`src/rtl/craps_controller.sv`:
```
// craps_controller: game sequencer for the craps board.
//   Turns roll-button rising edges into timed dice tumbles.
//   Latches the final dice pair and applies the come-out and point rules.
//   Drives the dice values and the display clock enable.
//   Owns all game state: point, win and lose.
// Ports:
//   clock, reset          rising-edge clock, synchronous active-high reset
//   roll                  debounced roll button (level; only rising edges count)
//   new_game              single-cycle pulse that abandons the current game
//   dice1_in, dice2_in    free-running dice generator values (valid range 1..6)
//   dice1, dice2          dice values to the display (0 = blank)
//   disp_en               display clock enable, high while tumbling
//   point                 established point, 0 when there is none
//   win, lose             game outcome, held until the next game starts
//   busy                  high while tumbling or evaluating
module craps_controller #(
  parameter int unsigned SETTLE_CYCLES = 8
) (
  input  logic       clock,
  input  logic       reset,
  input  logic       roll,
  input  logic       new_game,
  input  logic [2:0] dice1_in,
  input  logic [2:0] dice2_in,
  output logic [2:0] dice1,
  output logic [2:0] dice2,
  output logic       disp_en,
  output logic [3:0] point,
  output logic       win,
  output logic       lose,
  output logic       busy
);

  localparam int unsigned CW = (SETTLE_CYCLES > 1) ? $clog2(SETTLE_CYCLES) : 1;
  localparam logic [CW-1:0] LAST = CW'(SETTLE_CYCLES - 1);

  typedef enum logic [2:0] {
    S_COME_OUT,
    S_TUMBLE,
    S_EVAL,
    S_POINT,
    S_DONE
  } state_e;

  state_e        state_q, state_d;
  logic          phase_q, phase_d;   // 0 = come-out roll, 1 = point roll
  logic [CW-1:0] cnt_q, cnt_d;
  logic          roll_q;
  logic [2:0]    dice1_q, dice1_d, dice2_q, dice2_d;
  logic [3:0]    point_q, point_d;
  logic          win_q, win_d, lose_q, lose_d;
  logic          busy_q, busy_d, disp_en_q, disp_en_d;

  logic          roll_edge;
  logic          dice_ok;
  logic [3:0]    sum;

  function automatic logic die_valid(input logic [2:0] d);
    return (d != 3'd0) && (d != 3'd7);
  endfunction

  always_ff @(posedge clock) begin
    if (reset) begin
      state_q   <= S_COME_OUT;
      phase_q   <= 1'b0;
      cnt_q     <= '0;
      roll_q    <= 1'b1;  // a button held through reset must not roll
      dice1_q   <= '0;
      dice2_q   <= '0;
      point_q   <= '0;
      win_q     <= 1'b0;
      lose_q    <= 1'b0;
      busy_q    <= 1'b0;
      disp_en_q <= 1'b0;
    end else begin
      state_q   <= state_d;
      phase_q   <= phase_d;
      cnt_q     <= cnt_d;
      roll_q    <= roll;
      dice1_q   <= dice1_d;
      dice2_q   <= dice2_d;
      point_q   <= point_d;
      win_q     <= win_d;
      lose_q    <= lose_d;
      busy_q    <= busy_d;
      disp_en_q <= disp_en_d;
    end
  end

  always_comb begin
    state_d   = state_q;
    phase_d   = phase_q;
    cnt_d     = cnt_q;
    dice1_d   = dice1_q;
    dice2_d   = dice2_q;
    point_d   = point_q;
    win_d     = win_q;
    lose_d    = lose_q;
    roll_edge = roll & ~roll_q;
    dice_ok   = die_valid(dice1_in) && die_valid(dice2_in);
    sum       = {1'b0, dice1_q} + {1'b0, dice2_q};

    if (new_game) begin
      state_d = S_COME_OUT;
      phase_d = 1'b0;
      cnt_d   = '0;
      dice1_d = '0;
      dice2_d = '0;
      point_d = '0;
      win_d   = 1'b0;
      lose_d  = 1'b0;
    end else begin
      unique case (state_q)
        S_COME_OUT: begin
          if (roll_edge) begin
            state_d = S_TUMBLE;
            phase_d = 1'b0;
          end
        end
        S_TUMBLE: begin
          dice1_d = dice1_in;
          dice2_d = dice2_in;
          // At the settle point the counter holds until a valid pair shows up.
          if (cnt_q == LAST) begin
            if (dice_ok) begin
              cnt_d   = '0;
              state_d = S_EVAL;
            end
          end else begin
            cnt_d = cnt_q + CW'(1);
          end
        end
        S_EVAL: begin
          if (!phase_q) begin
            if (sum == 4'd7 || sum == 4'd11) begin
              win_d   = 1'b1;
              state_d = S_DONE;
            end else if (sum == 4'd2 || sum == 4'd3 || sum == 4'd12) begin
              lose_d  = 1'b1;
              state_d = S_DONE;
            end else begin
              point_d = sum;
              state_d = S_POINT;
            end
          end else begin
            if (sum == point_q) begin
              win_d   = 1'b1;
              state_d = S_DONE;
            end else if (sum == 4'd7) begin
              lose_d  = 1'b1;
              state_d = S_DONE;
            end else begin
              state_d = S_POINT;
            end
          end
        end
        S_POINT: begin
          if (roll_edge) begin
            state_d = S_TUMBLE;
            phase_d = 1'b1;
          end
        end
        S_DONE: begin
          if (roll_edge) begin
            win_d   = 1'b0;
            lose_d  = 1'b0;
            point_d = '0;
            state_d = S_TUMBLE;
            phase_d = 1'b0;
          end
        end
        default: state_d = S_COME_OUT;
      endcase
    end

    // Registered versions of these flags track the upcoming state.
    busy_d    = (state_d == S_TUMBLE) || (state_d == S_EVAL);
    disp_en_d = (state_d == S_TUMBLE);
  end

  assign dice1   = dice1_q;
  assign dice2   = dice2_q;
  assign disp_en = disp_en_q;
  assign point   = point_q;
  assign win     = win_q;
  assign lose    = lose_q;
  assign busy    = busy_q;

endmodule

```
`config.mk`:
```
export PLATFORM = sky130hd
export DESIGN_NAME = craps_controller
export DESIGN_NICKNAME = d
export VERILOG_FILES = /design/src/rtl/craps_controller.sv
export SDC_FILE = /design/constraint.sdc
export NUM_CORES = 1
export LEC_CHECK = 0
export CAP_MARGIN = 20
export CORE_MARGIN = 2
export CORE_UTILIZATION = 45
export DETAILED_ROUTE_END_ITERATION = 16
export PLACE_DENSITY = 0.74
export SYNTH_ARGS = -nofsm -noshare
export SYNTH_HDL_FRONTEND = slang
export SYNTH_SLANG_ARGS = --single-unit
```
`constraint.sdc`:
```
create_clock -name clock -period 4.5 [get_ports clock]
set_input_delay 1.125 -clock clock [delete_from_list [all_inputs] [get_ports clock]]
set_output_delay 1.125 -clock clock [all_outputs]
set_load 0.01 [all_outputs]
```
# == Word-level counts from Yosys, hierarchy flattened ==
# Index checks and enable logic that the tools add are counted.
# word_totals
register_bits,22
wordCells,93
# classes
addsub,2
n_eq_ne,28
muxes,30
n_bitwise,2
reduce_logical,20
# ops
cell,n
3-bit two-way mux,11
3-bit inequality test (second input constant),8
4-bit two-way mux,4
2-bit inequality test (second input constant),6
1-bit two-way mux,10
3-bit by 2-bit == test with 1-bit output (second input constant),3
3-bit case mux with 3 select lines,1
4-bit by 2-bit == test with 1-bit output (second input constant),2
4-bit == test (second input constant),2
4-bit case mux with 2 select lines,1
3-bit by 1-bit == test with 1-bit output (second input constant),2
3-bit == test (second input constant),2
1-bit case mux with 2 select lines,3
6-bit AND reduction,1
3-bit nonzero test,2
5-bit AND reduction,1
3-bit by 3-bit adder with 4-bit output,1
4-bit by 3-bit == test with 1-bit output (second input constant),1
4-bit == test,1
1-bit logical OR,4
4-bit AND reduction,1
2-bit nonzero test,2
2-bit OR reduction,2
3-bit by 1-bit adder with 3-bit output (second input constant),1
other kinds (8),10

# == Longest topological paths before layout ==
# Gate-level depths: netlist of the first run.
# logic_depth
word_depth,11
mapped_depth,9
mapped_depth_nobuf,8

# == Worst setup path after synthesis of the first run ==
# Ideal clock, no wire load.
# synth_path
path_kind,register to register
from,"reg dice1_q[0], in the netlist dice1[0]"
to,reg state_q[2]
arrival_time_ps,2275
t_required_ps,4430
setup_slack_ps,2155
stages_incl_launch_ff,10
path_cell_list,dfxtp_1 -> ha_1 -> fa_1 -> clkbuf_1 -> xnor2_1 -> nand2_1 -> o32ai_1 -> a221oi_1 -> or3_1 -> a21oi_1
# synth_via
elab_chain_cells,9
elab_cells_between_ends,17
# synth_lines
element,line,source
from (decl),49,"logic [2:0] dice1_q, dice1_d, dice2_q, dice2_d;"
from (signal assigned),80,dice1_q <= dice1_d;
3-bit by 3-bit adder with 4-bit output *,101,"sum = {1'b0, dice1_q} + {1'b0, dice2_q};"
4-bit by 2-bit == test with 1-bit output,138,end else if (sum == 4'd2 || sum == 4'd3 || sum == 4'd12) begin
1-bit logical OR (2 in a row),138,
3-bit two-way mux,138,
3-bit two-way mux,135,if (sum == 4'd7 || sum == 4'd11) begin
3-bit two-way mux *,134,if (!phase_q) begin
3-bit case mux with 3 select lines *,113,unique case (state_q)
3-bit two-way mux *,103,if (new_game) begin
to (signal assigned),76,state_q <= state_d;
to (decl),45,"state_e state_q, state_d;"
# Mark *: on every way between the ends. The rest lies on a longest branch, timed or not.
# A chain may end at the register's enable or synchronous reset.

# == Worst setup path after layout of the first run ==
# layout_path
from,"reg dice2_q[0], in the netlist dice2[0]"
to,reg state_q[2]
# layout_via
elab_chain_cells,9
elab_cells_between_ends,17
# layout_lines
element,line,source
from (decl),49,
from (signal assigned),81,dice2_q <= dice2_d;
3-bit by 3-bit adder with 4-bit output *,101,
4-bit by 2-bit == test with 1-bit output,138,
1-bit logical OR (2 in a row),138,
3-bit two-way mux,138,
3-bit two-way mux,135,
3-bit two-way mux *,134,
3-bit case mux with 3 select lines *,113,
3-bit two-way mux *,103,
# Marks and branches as above.

==> results of run 1 <==
## power by group through the flow
stage	registers [mW]	logic, mW	clock network [mW]
2_1_floorplan	0.202	0.0135	0
3_3_place_gp	0.202	0.0265	0
3_5_place_dp	0.202	0.0272	0
4_1_cts	0.197	0.0274	0.155
5_1_grt	0.198	0.0301	0.159
6_report	0.197	0.0274	0.152
## flip-flops by register name, summed over array words and instances, names as in the netlist
register / cells
busy: 1
cnt_q: 3
dice1: 3
dice2: 3
disp_en: 1
lose: 1
phase_q: 1
point: 4
roll_q: 1
state_q: 3
win: 1
## worst register-to-register path, stage by stage, from the launching register on
cell and delay, ps:
dfxtp_1 350, ha_1 230, fa_1 510, xnor2_4 280
xnor2_2 110, o32ai_1 290, a221oi_1 140, or3_1 370
a21oi_1 140
## kinds of logic (layout without fill, tap and decap cells)
family | after synthesis | in the layout | share of synthesized area
AND/OR/NAND/NOR | 59 | 59 | 0.2280
AO/OA/AOI/OAI | 42 | 42 | 0.2160
flip-flops | 22 | 22 | 0.3520
buffers and inverters | 9 | 30 | 0.02700
adder cells (fa/ha/maj) | 7 | 7 | 0.07400
XOR/XNOR | 6 | 6 | 0.06301
multiplexers | 5 | 5 | 0.04000
## metal layers
layer / GRT usage / vias to the layer above / wire, µm
met4: 0.04983 / 0 / 27
li1: - / 580 / -
met5: 0 / - / 0
met2: 0.3189 / 25 / 1315
met3: 0.03226 / 4 / 132
met1: 0.1903 / 537 / 1182
## cells in the final DEF (no fill, tap or decap), types with 2 or more instances in the layout
cell type / netlist / final
nor3_1: 5 / 5
nor2_1: 15 / 15
mux2i_1: 5 / 5
ha_1: 5 / 5
a21oi_1: 14 / 14
dfxtp_1: 22 / 22
clkdlybuf4s50_1: 0 / 23
o21ai_0: 10 / 10
o21bai_1: 2 / 2
xnor2_1: 3 / 3
inv_1: 3 / 3
nand2_1: 18 / 18
nand2b_1: 3 / 3
clkbuf_4: 0 / 3
nor2b_1: 2 / 2
a211oi_1: 2 / 2
a32oi_1: 2 / 2
nor4_1: 2 / 2
or3_1: 3 / 3
nand3_1: 3 / 3
## cell type report
| type | count | area share |
|---|---|---|
| multi-input cells | 119 | 0.5012 |
| flip-flops and latches | 22 | 0.2841 |
| repair buffers | 23 | 0.1485 |
| well taps | 31 | 0.02502 |
| clock inverters | 1 | 0.01937 |
| clock buffers | 3 | 0.01453 |
| inverters | 3 | 0.007264 |
## through the flow
| step | power, mW | utilization | cells | hold slack, ps |
|---|---|---|---|---|
| after floorplan | 0.2153 | - | 150 | 457.8 |
| after global placement | 0.2281 | 0.5575 | 198 | 453.4 |
| after detailed placement | 0.2288 | 0.5575 | 198 | 472.7 |
| after CTS | 0.3796 | 0.5771 | 202 | 492.0 |
| after global routing | 0.3868 | 0.5771 | 202 | 511.0 |
| final | 0.3768 | 0.5771 | 202 | 485.2 |
## worst min path at each step
| stage | endpoint | cells past startpoint |
|---|---|---|
| after global placement | lose$_SDFFE_PP0P_ | 1 |
| after detailed placement | win$_SDFFE_PP0P_ | 2 |
| after global routing | lose$_SDFFE_PP0P_ | 1 |
| final | win$_SDFFE_PP0P_ | 2 |
| after floorplan | cnt_q[1]$_SDFFE_PP0P_ | 2 |
| after CTS | win$_SDFFE_PP0P_ | 2 |
==> reports/metrics.csv, run 1 <==
metric,value,unit
firstDrtPassIters,4,
dieHeight,56.73,µm
synth.distinct_cells,44,
finalCritPeriodShare,0.5488,
start_util,0.4658,
viasPerCell,5.673,
fin_setup_tns,0,ps
antenna_found_initial,0,
hold_buffers,0,
clkSlewWorstSetupHoldPaths,130,ps
synthToLayoutAreaGrowth,23.90,%
startpoint_type,flop,
synth_area_leaders,"dfxtp_1 35%, a21oi_1 5.6%, nand2_1 5.4%, ha_1 5.0%, nor2_1 4.5%",
synth_area_leader_cell,dfxtp_1,
via_count,1146,
place.detailed.hpwl,2.064,mm
grt_pass1_wl,4.457,mm
syn_area_per_cell,8.341,µm²
ios,24,
grt_max_degree,18,
switching_share,0.2030,
grtUsageTotal,0.1693,
routedWlPerCell,13.16,µm
min_from,win$_SDFFE_PP0P_,
synth.top_cell.area_share,0.3520,
cts.sinks,22,
critPathArrivalTime,2730,ps
drv_cap,0,
syn_nets,166,
hold_viol,0,
cp_cell_sequence,ha_1 > fa_1 > xnor2_4 > xnor2_2 > o32ai_1 > a221oi_1 > or3_1 > a21oi_1,
final_area,1550,µm²
drc,0,
seqPwrFrac,0.524,
synth_edf_count,0,
cp_top_family,adder cells,
dieArea,3218,µm²
worst_slack,2030,ps
dp_slack,1728,ps
hp-class,reg -> reg,
routed_wl,2.659,mm
critPathLaunch,dice2[0]$_SDFFE_PP0P_,
critPathRequiredTime,4760,ps
cts_tree,built,
power.density,243.1,nW/µm²
synth_seq_cells,22,
synth_cells,150,
reg2reg_to,state_q[2]$_SDFF_PP0_,
cp-end-kind,flop,
max_slew.worst_pin.slew,850.1,ps
rows,19,
p_leak,0.5904,nW
multiInputGateArea,777.0,µm²
numCtsBuffers,3,
critPathCapture,state_q[2]$_SDFF_PP0_,
slew_headroom,0.4332,
setup_viol,0,
diodes,0,
ctsResizeCount,0,
skew,6.904,ps
drv_slew,0,
pwr-share-clk,0.404,
max_stage_delay,510,ps
synth_area,1251,µm²
ys_top_cells_by_count,"22 x dfxtp_1, 18 x nand2_1, 15 x nor2_1, 14 x a21oi_1, 10 x o21ai_0",
fmax,404.9,MHz
ys_warn_count,0,
cp_max_fo,6,
synth_most_common_cell,dfxtp_1,
netSwitchingPower,76.51,µW
ys.flop_type,dfxtp_1,
globalRoute.totalOverflow,0,
fillers,250,
drive_gt1_frac,0.06433,
gp_congestion,0.7851,
die_w,56.73,µm
critPathBufInv,0,
r2r_slack,2030,ps
cts_max_level,1,
grt_pass1_vias,1085,
power.combinational.fraction,0.073,
ctsRootBufferMaster,clkbuf_4,
post_cts_buffers,0,
reg2reg_depth,8,
status,completed,
rsz0062_at_grt,no,
clk-insertion-delay-late,310,ps
async_flop_share,0,
ant_nets,0,
dpl_cell_area,1498,µm²
critical_path_class,reg -> reg,
reg2reg_from,dice2[0]$_SDFFE_PP0P_,
seq_area_frac_synth,0.3520,
io_buffers,23,
slowest_stage,fa_1,
path_depth,8,
drt_iter0_markers,20,
p_int,300.3,µW
nNetsFinal,188,
period_needed,2470,ps
ir_drop,0.1724,mV
register_area,440.4,µm²
clk_path_buf_depth,2,
fp.coreArea,2686,µm²
Power figures use the tool's default switching activity.
==> run 2, diff against run 1 <==
==> constraint.sdc (replaced) <==
create_clock -name clock -period 2.3 [get_ports clock]
set_input_delay 0.575 -clock clock [delete_from_list [all_inputs] [get_ports clock]]
set_output_delay 0.575 -clock clock [all_outputs]
set_load 0.01 [all_outputs]
==> run 2 against run 1 <==
  * Maximum frequency increased by 8.9%
  * Cell area increased by 7.9%
  * Critical endpoint unchanged
  * First-iteration DRC count increased by 150%
  * Combinational power increased by 110%
  * Worst setup slack got worse by 2000 ps
  * Core utilization increased by 4.6 points
==> reports/metrics.csv, run 2 (synthesis gave the netlist of run 1 again) <==
metric,value,unit,change
period_needed,2268,ps,-201.6 ps
start_util,0.4658,,unchanged
critPathLaunch,dice1[0]$_SDFFE_PP0P_,,
rows,19,,unchanged
drt_iter0_markers,49,,+150%
max_slew.worst_pin.slew,528.6,ps,-321.5 ps
diodes,0,,unchanged
r2r_slack,30,ps,-2000 ps
ctsRootBufferMaster,clkbuf_4,,
reg2reg_to,state_q[2]$_SDFF_PP0_,,
critPathArrivalTime,2510,ps,-220 ps
drv_cap,0,,unchanged
reg2reg_depth,8,,unchanged
ant_nets,0,,unchanged
drv_slew,0,,unchanged
numCtsBuffers,3,,unchanged
place.detailed.hpwl,2.116,mm,+2.5%
hold_viol,0,,unchanged
die_w,56.73,µm,unchanged
hp-class,reg -> reg,,
grt_pass1_wl,4.919,mm,+10%
hold_buffers,0,,unchanged
totalPowerFinal,744.0,µW,+97%
critPathCapture,state_q[2]$_SDFF_PP0_,,
routed_wl,2.955,mm,+11%
fp.coreArea,2686,µm²,unchanged
status,completed,,
gp_congestion,0.8924,,+14%
antenna_found_initial,0,,unchanged
dp.cells,202,,+2.0%
grt_pass1_vias,1197,,+10%
viasPerCell,5.711,,+0.66%
setup_viol,0,,unchanged
cp_max_fo,3,,-3
p_leak,0.6307,nW,+6.8%
cts_max_level,1,,unchanged
mostFrequentLayoutCells,"23 x clkdlybuf4s50_1, 20 x dfxtp_1, 17 x nand2_1, 15 x nor2_1, 14 x a21oi_1",,
dpl_cell_area,1530,µm²,+2.2%
fin_setup_tns,0,ps,unchanged
clk-insertion-delay-late,310,ps,about the same
ios,24,,unchanged
grtUsageTotal,0.1880,,+0.01869
drive_gt1_frac,0.1722,,+0.1079
dieArea,3218,µm²,unchanged
fmax,440.9,MHz,+8.9%
cp-end-kind,flop,,
clkSlewWorstSetupHoldPaths,130,ps,about the same
rsz0062_at_grt,yes,,
grt_max_degree,14,,-4
clk_path_buf_depth,2,,unchanged
largest_reg_flops,4,,unchanged
synthToLayoutAreaGrowth,33.70,%,
firstDrtPassIters,4,,unchanged
io_buffers,23,,unchanged
layout_commonest_cell,clkdlybuf4s50_1,,
cts.sinks,22,,unchanged
slew_headroom,0.6468,,+0.2136
startpoint_type,flop,,
nNetsFinal,197,,+4.8%
final_area,1673,µm²,+7.9%
final_cells,211,,+4.5%
cts_tree,built,,
critical_path_class,reg -> reg,,
reg2reg_from,dice1[0]$_SDFFE_PP0P_,,
finalCritPeriodShare,0.9861,,+0.4373
skew,5.304,ps,-1.600 ps
ir_drop,0.3813,mV,+120%
power.density,444.7,nW/µm²,+83%
routedWlPerCell,14.00,µm,+6.4%
dieHeight,56.73,µm,unchanged
via_count,1205,,+5.1%
drc,0,,unchanged
globalRoute.totalOverflow,0,,unchanged
critPathRequiredTime,2550,ps,-2210 ps
[run 2: changes by cell type in the layout (fill, tap and decap cells not counted), moves of 2 or more]
cell | before | now
dfxtp_2 | 0 | 2
dfxtp_1 | 22 | 20
ha_1 | 5 | 3
buf_4 | 0 | 9
[run 2: repair_timing]
action / in CTS / in global routing
resized for setup: 1 / 10
pin swaps: 2 / 8
setup endpoints to repair: 1 / 6
gates cloned: 0 / 0
setup buffers: 3 / 2
[run 2: critical path, stage by stage, from the launching register on]
cell and delay [ps]:
dfxtp_2 360, ha_4 170, fa_2 620, xnor2_2 130, nand2_2 100, o32ai_2 290, a221oi_2 90, or3_1 310
a21oi_1 130
[run 2: cell type report]
| class | instances | area, µm² |
|---|---|---|
| fillers | 228 | 1013 |
| flip-flops and latches | 22 | 442.9 |
| well taps | 31 | 38.79 |
| clock inverters | 1 | 30.03 |
| repair buffers | 32 | 297.8 |
| inverters | 3 | 11.26 |
| multi-input cells | 119 | 829.5 |
| clock buffers | 3 | 22.52 |
[run 2: worst min path at each step]
stage | start | to | slack (ps) | cells past startpoint
finish | win$_SDFFE_PP0P_ | win$_SDFFE_PP0P_ | 480 | 2
global route | lose$_SDFFE_PP0P_ | lose$_SDFFE_PP0P_ | 510 | 1
CTS | win$_SDFFE_PP0P_ | win$_SDFFE_PP0P_ | 490 | 2
detailed placement | win$_SDFFE_PP0P_ | win$_SDFFE_PP0P_ | 470 | 2
global placement | win$_SDFFE_PP0P_ | win$_SDFFE_PP0P_ | 440 | 2
floorplan | cnt_q[1]$_SDFFE_PP0P_ | cnt_q[1]$_SDFFE_PP0P_ | 460 | 2
[run 2: per-layer routing]
layer	vias to the layer above	track usage	wire, µm
met5	-	0	0
met4	0	0.07309	29
met3	4	0.04839	194
met2	35	0.3223	1480
met1	569	0.2233	1250
li1	597	-	-
[run 2: power by group]
part           switching [mW]  leakage (nW)  internal, mW
logic                  0.0278         0.424        0.0305
registers             0.00210         0.179         0.384
clock network           0.124        0.0279         0.176
[run 2: per-stage QoR]
step,utilization,hold WS [ps],setup slack [ps]
after global placement,0.5696,444.7,63.05
after detailed placement,0.5696,468.9,-7.478
after floorplan,-,457.8,19.34
after CTS,0.5985,490.1,4.942
final,0.6227,478.5,31.92
after global routing,0.6227,514.9,-45.09
